===== src/rtl/tx_symbol_controller.sv =====
// TX symbol framer: forwards coded bits to the interleaver one OFDM symbol at a time,
// frames each symbol with start/last strobes and zero-pads the final symbol.
module tx_symbol_controller #(
  parameter int LEN_W = 16,
  parameter int SYM_W = 11
) (
  input  logic             clk_i,
  input  logic             rst_ni,
  input  logic             start_i,
  input  logic [1:0]       rate_i,
  input  logic [LEN_W-1:0] num_bits_i,
  input  logic             in_bit_i,
  input  logic             in_valid_i,
  output logic             in_ready_o,
  output logic             out_bit_o,
  output logic             out_valid_o,
  output logic             sym_start_o,
  output logic             sym_last_o,
  output logic [8:0]       n_cbps_o,
  output logic [SYM_W-1:0] sym_count_o,
  output logic             busy_o,
  output logic             done_o
);

  localparam logic [1:0] S_IDLE = 2'd0;
  localparam logic [1:0] S_DATA = 2'd1;
  localparam logic [1:0] S_PAD  = 2'd2;
  localparam logic [1:0] S_DONE = 2'd3;

  logic [1:0]       state_q, state_d;
  logic [8:0]       ncbps_q, ncbps_d;
  logic [8:0]       bit_cnt_q, bit_cnt_d;
  logic [LEN_W-1:0] remaining_q, remaining_d;
  logic [SYM_W-1:0] sym_count_q, sym_count_d;
  logic             out_bit_q, out_bit_d;
  logic             out_valid_q, out_valid_d;
  logic             sym_start_q, sym_start_d;
  logic             sym_last_q, sym_last_d;

  logic             xfer;
  logic             at_last;
  logic             at_first;

  function automatic logic [8:0] rate_to_ncbps(input logic [1:0] rate);
    logic [8:0] n;
    case (rate)
      2'd0:    n = 9'd48;
      2'd1:    n = 9'd96;
      2'd2:    n = 9'd192;
      default: n = 9'd288;
    endcase
    return n;
  endfunction

  assign in_ready_o = (state_q == S_DATA);
  assign xfer       = in_valid_i && in_ready_o;
  assign at_last    = (bit_cnt_q == (ncbps_q - 9'd1));
  assign at_first   = (bit_cnt_q == 9'd0);

  always_comb begin
    state_d     = state_q;
    ncbps_d     = ncbps_q;
    bit_cnt_d   = bit_cnt_q;
    remaining_d = remaining_q;
    sym_count_d = sym_count_q;
    out_bit_d   = out_bit_q;
    out_valid_d = 1'b0;
    sym_start_d = 1'b0;
    sym_last_d  = 1'b0;

    case (state_q)
      S_IDLE: begin
        if (start_i) begin
          ncbps_d     = rate_to_ncbps(rate_i);
          remaining_d = num_bits_i;
          bit_cnt_d   = 9'd0;
          sym_count_d = '0;
          state_d     = (num_bits_i == '0) ? S_DONE : S_DATA;
        end
      end

      S_DATA: begin
        if (xfer) begin
          out_bit_d   = in_bit_i;
          out_valid_d = 1'b1;
          sym_start_d = at_first;
          sym_last_d  = at_last;
          bit_cnt_d   = at_last ? 9'd0 : bit_cnt_q + 9'd1;
          if (at_last) sym_count_d = sym_count_q + SYM_W'(1);
          remaining_d = remaining_q - LEN_W'(1);
          if (remaining_q == LEN_W'(1)) state_d = at_last ? S_DONE : S_PAD;
        end
      end

      S_PAD: begin
        out_bit_d   = 1'b0;
        out_valid_d = 1'b1;
        sym_start_d = at_first;
        sym_last_d  = at_last;
        bit_cnt_d   = at_last ? 9'd0 : bit_cnt_q + 9'd1;
        if (at_last) begin
          sym_count_d = sym_count_q + SYM_W'(1);
          state_d     = S_DONE;
        end
      end

      default: begin
        // Linger while the final bit is still on the output so Done follows it.
        if (!out_valid_q) state_d = S_IDLE;
      end
    endcase
  end

  always_ff @(posedge clk_i or negedge rst_ni) begin
    if (!rst_ni) begin
      state_q     <= S_IDLE;
      ncbps_q     <= 9'd48;
      bit_cnt_q   <= 9'd0;
      remaining_q <= '0;
      sym_count_q <= '0;
      out_bit_q   <= 1'b0;
      out_valid_q <= 1'b0;
      sym_start_q <= 1'b0;
      sym_last_q  <= 1'b0;
    end else begin
      state_q     <= state_d;
      ncbps_q     <= ncbps_d;
      bit_cnt_q   <= bit_cnt_d;
      remaining_q <= remaining_d;
      sym_count_q <= sym_count_d;
      out_bit_q   <= out_bit_d;
      out_valid_q <= out_valid_d;
      sym_start_q <= sym_start_d;
      sym_last_q  <= sym_last_d;
    end
  end

  assign out_bit_o   = out_bit_q;
  assign out_valid_o = out_valid_q;
  assign sym_start_o = sym_start_q;
  assign sym_last_o  = sym_last_q;
  assign n_cbps_o    = ncbps_q;
  assign sym_count_o = sym_count_q;
  assign busy_o      = (state_q != S_IDLE);
  assign done_o      = (state_q == S_DONE) && !out_valid_q;

endmodule


===== config.mk =====
export PLATFORM = sky130hd
export DESIGN_NAME = tx_symbol_controller
export DESIGN_NICKNAME = d
export VERILOG_FILES = /design/src/rtl/tx_symbol_controller.sv
export SDC_FILE = /design/constraint.sdc
export NUM_CORES = 1
export LEC_CHECK = 0
export BUFFER_PORTS_ARGS = -buffer_cell sky130_fd_sc_hd__buf_2
export CAP_MARGIN = 20
export CELL_PAD_IN_SITES_DETAIL_PLACEMENT = 0
export CELL_PAD_IN_SITES_GLOBAL_PLACEMENT = 2
export CORE_MARGIN = 4
export CORE_UTILIZATION = 35
export CTS_CLUSTER_DIAMETER = 200
export DETAILED_ROUTE_END_ITERATION = 16
export PLACE_DENSITY_LB_ADDON = 0.1
export RECOVER_POWER = 25
export SYNTH_ARGS = -nofsm -noshare
export SYNTH_HDL_FRONTEND = slang
export SYNTH_SLANG_ARGS = --single-unit

===== constraint.sdc =====
create_clock -name clk_i -period 3.55 [get_ports clk_i]
set_input_delay 0.1775 -clock clk_i [delete_from_list [all_inputs] [get_ports clk_i]]
set_output_delay 0.1775 -clock clk_i [all_outputs]
set_load 0.01 [all_outputs]

# [Yosys cells after proc, flatten, opt, wreduce, memory -nomap -nowiden]
# Cells that the tools add are included.
[op_classes] n_eq_ne=12 add_sub_neg=4 n_reduce_logical=16 mux=28
[ops] cell="case mux 9 bit (3 select lines)" n=2
[ops] cell="two-way mux 11 bit" n=3
[ops] cell="case mux 11 bit (3 select lines)" n=1
[ops] cell="two-way mux 16 bit" n=2
[ops] cell="case mux 16 bit (2 select lines)" n=1
[ops] cell="two-way mux 9 bit" n=3
[ops] cell="== test 16 x 1 -> 1 bit, second input constant" n=1
[ops] cell="zero test 16 bit" n=1
[ops] cell="subtractor 16 x 1 -> 16 bit, second input constant" n=1
[ops] cell="two-way mux 2 bit" n=6
[ops] cell="adder 11 x 1 -> 11 bit, second input constant" n=1
[ops] cell="adder 9 x 1 -> 9 bit, second input constant" n=1
[ops] cell="== test 9 bit" n=1
[ops] cell="zero test 9 bit" n=1
[ops] cell="subtractor 9 x 1 -> 9 bit, second input constant" n=1
[ops] cell="case mux 1 bit (2 select lines)" n=4
[ops] cell="== test 2 bit, second input constant" n=3
[ops] cell="case mux 2 bit (3 select lines)" n=1
[ops] cell="AND reduction 3 bit" n=2
[ops] cell="nonzero test 2 bit" n=3
[ops] cell="two-way mux 1 bit" n=5
[ops] cell="AND reduction 5 bit" n=1
[ops] cell="== test 2 x 1 -> 1 bit, second input constant" n=2
[ops] cell="zero test 2 bit" n=2
[ops] cell="7 further kinds" n=11
[word_totals] output_inout_bits=27 register_bits=51 word_cells=69

# [Longest topological paths before layout]
[logic_depth] depth_word=6 ltp_mapped=9 ltp_nobuf=7

# [Worst setup path after synthesis]
# No wires, ideal clock.
[synth_path] kind="register to register" startpoint="register state_q[1]" endpoint="register remaining_q[11]" setup_ps=137 path_slack_ps=1194 stages_incl_launch_ff=10 t_arrival_ps=2219 synth_period_minus_slack_ps=2356 t_required_ps=3413 path_cell_list="dfrtp_1 > inv_1 > ha_1 > clkbuf_8 > clkinv_1 > a211oi_1 > clkbuf_1 > nand2_1 > mux2i_1 > a21oi_1"
[synth_between] elab_chain_cells=4 elab_cells_between_ends=8 classes_between="3 x eq/ne; 1 x mux; 4 x reduce/logical"
[synth_rtl] item="start: declaration" line="30" rtl="logic [1:0] state_q, state_d;"
[synth_rtl] item="start signal: assignment" line="126" rtl="state_q <= state_d;"
[synth_rtl] item="== test 2 x 1 -> 1 bit (*)" line="55" rtl="assign in_ready_o = (state_q == S_DATA);"
[synth_rtl] item="net in_ready_o" line="14" rtl="output logic in_ready_o,"
[synth_rtl] item="logical AND 1 bit" line="56" rtl="assign xfer = in_valid_i && in_ready_o;"
[synth_rtl] item="!= test 2 x 1 -> 1 bit (no line)"
[synth_rtl] item="AND reduction 3 bit (no line)"
[synth_rtl] item="end signal: assignment" line="129" rtl="remaining_q <= remaining_d;"
[synth_rtl] item="end: declaration" line="33" rtl="logic [LEN_W-1:0] remaining_q, remaining_d;"
# Mark *: on every way through the listed nets, which the timed path passes. The rest lies on a longest branch.
# A chain may end at the register's enable or synchronous reset.

# [Worst setup path in the final report]
[layout_path] startpoint="register state_q[0]" endpoint="register sym_count_q[6] (netlist: sym_count_o[6])"
[layout_between] elab_chain_cells=4 elab_cells_between_ends=9 classes_between="4 x eq/ne; 1 x mux; 4 x reduce/logical"
[layout_rtl] item="== test 2 x 1 -> 1 bit" line="55, 71"
[layout_rtl] item="logical AND 1 bit" line="56"
[layout_rtl] item="!= test 2 x 1 -> 1 bit (no line)"
[layout_rtl] item="AND reduction 3 bit (no line)"
[layout_rtl] item="end signal: assignment" line="130" rtl="sym_count_q <= sym_count_d;"
[layout_rtl] item="end: declaration" line="34" rtl="logic [SYM_W-1:0] sym_count_q, sym_count_d;"
# Several ways; a longest one is shown, not always the timed one.

==> flow_metrics.env <==
export IMPL_overflow=0
export IMPL_rsz0062_at_grt="no"
export IMPL_final_area_sq_um=3490
export IMPL_vias=2734
export IMPL_critPathRequiredTime_ns=3.79
export IMPL_yosysWarnings=0
export IMPL_ys_async_sr_fraction_pct=100
export IMPL_holdWs_ns=0.111
export IMPL_p_clk_share_pct=19.5
export IMPL_tightest_slew_ns=1.25
export IMPL_place_hpwl_um=5910
export IMPL_first_global_vias=2606
export IMPL_ys_seq_area_share_pct=38.5
export IMPL_maxCapViolations=0
export IMPL_routed_wl_um=8120
export IMPL_report_final_slew_viol_count=0
export IMPL_cp_start_kind="flop"
export IMPL_status="finished, final reports clean"
export IMPL_core_area_sq_um=8380
export IMPL_critPathTopFamily="simple AND/OR/NAND/NOR gates"
export IMPL_synth_area_per_cell_sq_um=8.95
export IMPL_synth_seq_cells=47
export IMPL_crit_buf_inv=1
export IMPL_place_area_sq_um=3390
export IMPL_setup_viol=0
export IMPL_postRouteAntennaNets=0
export IMPL_synth_flop_cell="dfrtp_1"
export IMPL_nNetsFinal=425
export IMPL_n_antenna_cell=0
export IMPL_htreeDepth=2
export IMPL_swShare_pct=40.5
export IMPL_hold_class="input pin to flop"
export IMPL_port_buffers=45
export IMPL_syn2layout_area_growth_pct=13.9
export IMPL_cts_root_buf="clkbuf_8"
export IMPL_power_frac_seq_pct=45.8
export IMPL_wl_per_cell_um=16.4
export IMPL_intPower_uw=1060
export IMPL_slew_headroom_pct=16.5
export IMPL_clock_latency_ns=0.30
export IMPL_finalWorstPathRequiredPeriod_ns=2.53
export IMPL_cts_sinks=47
export IMPL_synthesis_area_sq_um=3060
export IMPL_fin_skew_ns=0.0133
export IMPL_layout_common_cells="45 x dfrtp_1, 40 x buf_2, 34 x nand2_1"
export IMPL_cp_max_fo=10
export IMPL_final_common_cell="dfrtp_1"
export IMPL_dieWidth_um=102
export IMPL_p_sw_uw=722
export IMPL_avgViaCountPerCell=5.53
export IMPL_setup_ws_ns=1.02
export IMPL_drc=0
export IMPL_clk_pin_slew_worst_paths_ns=0.10
export IMPL_hold_violations=0
export IMPL_core_rowCount=33
export IMPL_p_comb_share_pct=34.7
export IMPL_antenna_found_initial=0
export IMPL_cp_arrival_ns=2.77
export IMPL_drtPass1Iterations=4
export IMPL_dp_slack_ns=1.07
export IMPL_post_route_period_util_pct=71.3
export IMPL_fill_cells=880
export IMPL_initial_core_util_pct=36.5
export IMPL_final_layout_size_suffix_gt1_share_pct=18.5
export IMPL_cp_common_cell="a21oi_1"
export IMPL_crit_chain="inv_1, ha_1, nand2_1, a21oi_1, nand4_1, or4_1, a21oi_1"
export IMPL_post_cts_buffers=0
export IMPL_tns_ns=0
export IMPL_die_h_um=102
export IMPL_pin_count=50
export IMPL_dieArea_sq_um=10300
export IMPL_cts_tree="done"
export IMPL_drt_iter0_drc=133
export IMPL_yosysUniqueCellTypes=60
export IMPL_gp_congestion=0.787
export IMPL_grt_max_degree=48
export IMPL_cp_slowest_cell="a21oi_1"
export IMPL_fmax_mhz=395
export IMPL_critPathMaxStageDelay_ns=0.67
export IMPL_peakVddDrop_uv=187
export IMPL_p_per_area_nw_per_um2=511
export IMPL_critPathCaptureType="flop"
export IMPL_grt_pass1_wl_um=13700
export IMPL_cts_buffer_depth=2
export IMPL_numCtsBuffers=5
export IMPL_synth_cells=342
export IMPL_critical_path_class="flop to flop"
export IMPL_power_leakage_uw=0.00154
export IMPL_track_usage_pct=16.6
export IMPL_synth_edf_count=0
## Yosys cell counts, drive strengths merged, types with 2 or more instances
cell type   n  share of area, %
and3        7               1.4
nor2       13               1.6
a311oi      2              0.57
xor2        4               1.1
a31oi       3              0.61
dfstp       2               1.7
a21o        2              0.49
nand4b      2              0.57
ha         14               5.7
nor3b       2              0.49
nor4        8               1.6
and4        2              0.57
o31ai       8               2.0
nor2b       3              0.61
o311ai      3              0.86
or3         5               1.0
or2         2              0.41
nand2      34               4.2
o221ai      2              0.57
mux2i      10               3.3
nand3      13               2.1
xnor2       3              0.86
and2        2              0.41
o211ai      7               1.7
a221o       2              0.65
nor4b       3               1.1
nor3       13               2.3
clkbuf     11               1.7
inv        16               2.0
a211oi      2              0.49
a21oi      25               4.1
nand2b      4              0.82
o22ai      11               2.2
buf         7               1.6
nand4       5               1.0
mux2        6               2.2
or4         8               2.1
o21ai      20               3.3
dfrtp      45                37
## per-layer routing
layer,vias to the layer above,part of all wire [%],GRT usage [%]
met1,1296,50,24.7
met4,0,0.79,3.07
li1,1367,-,-
met2,66,44,25.1
met5,-,0,0
met3,5,5.2,3.44
## worst reg2reg max path, delay by kind of cell, from the launching register on
family	cells	cell delay, ns
AO/OA/AOI/OAI	2	0.82
adder cells (fa/ha/maj)	1	0.23
buffers and inverters	1	0.12
flip-flops	1	0.41
AND/OR/NAND/NOR	3	0.89
## sequential cells by signal (all words and copies together) (netlist names)
signal       cells
remaining_q     16
sym_count_o     11
bit_cnt_q        9
n_cbps_o         5
state_q          2
out_bit_o        1
out_valid_o      1
sym_last_o       1
sym_start_o      1
## metrics by stage
step | power (uW) | util [%] | instances
6_report | 1780 | 41.6 | 494
5_1_grt | 1940 | 41.6 | 494
4_1_cts | 1800 | 41.7 | 494
3_5_place_dp | 1440 | 40.5 | 485
3_3_place_gp | 1440 | 40.5 | 485
2_1_floorplan | 1240 | - | 345
## final cells by class
class,count,area (sq um),area share (%)
clock buffer,7,86.3,2.48
clock inverter,1,5.00,0.144
inverter,17,63.8,1.83
multi-input combinational,263,1730,49.7
sequential,47,1180,33.8
tap,105,131,3.77
timing repair buffer,54,287,8.22
## kinds of logic after synthesis
family	synth area share, %
and+or+nand+nor	23.7
AOI/OAI and AO/OA	19.1
DFF	38.5
buffers and inverters	5.39
muxes	5.48
adders and majority gates	5.72
xor gates and xnor gates	2.00
other	0.122
## worst paths after layout
check                               startpoint              end  slack [ns]  cells after the start
worst max-delay path                state_q[0]   sym_count_o[6]        1.02                      7
worst min-delay path            num_bits_i[12]  remaining_q[12]        0.11                      3
worst max register to register      state_q[0]   sym_count_o[6]        1.02                      7
worst min register to register     n_cbps_o[5]      n_cbps_o[5]        0.52                      2
max in group asynchronous               rst_ni      n_cbps_o[8]        2.03                      3
min in group asynchronous               rst_ni  remaining_q[10]        0.74                      3
## power groups by stage
stage	logic [uW]	registers, uW	clock network (uW)
finish	618	816	347
global route	719	839	383
CTS	623	813	362
detailed placement	622	822	0
global placement	613	823	0
floorplan	470	772	0
## repair_timing
| action | in CTS | in global routing |
|---|---|---|
| endpoints found under the hold margin | 15 | 0 |
| endpoints found under the setup margin | 0 | 0 |
| hold buffers | 1 | 0 |
| gates resized for setup | 0 | 0 |
No activity file was read; power rests on OpenSTA's default activity.
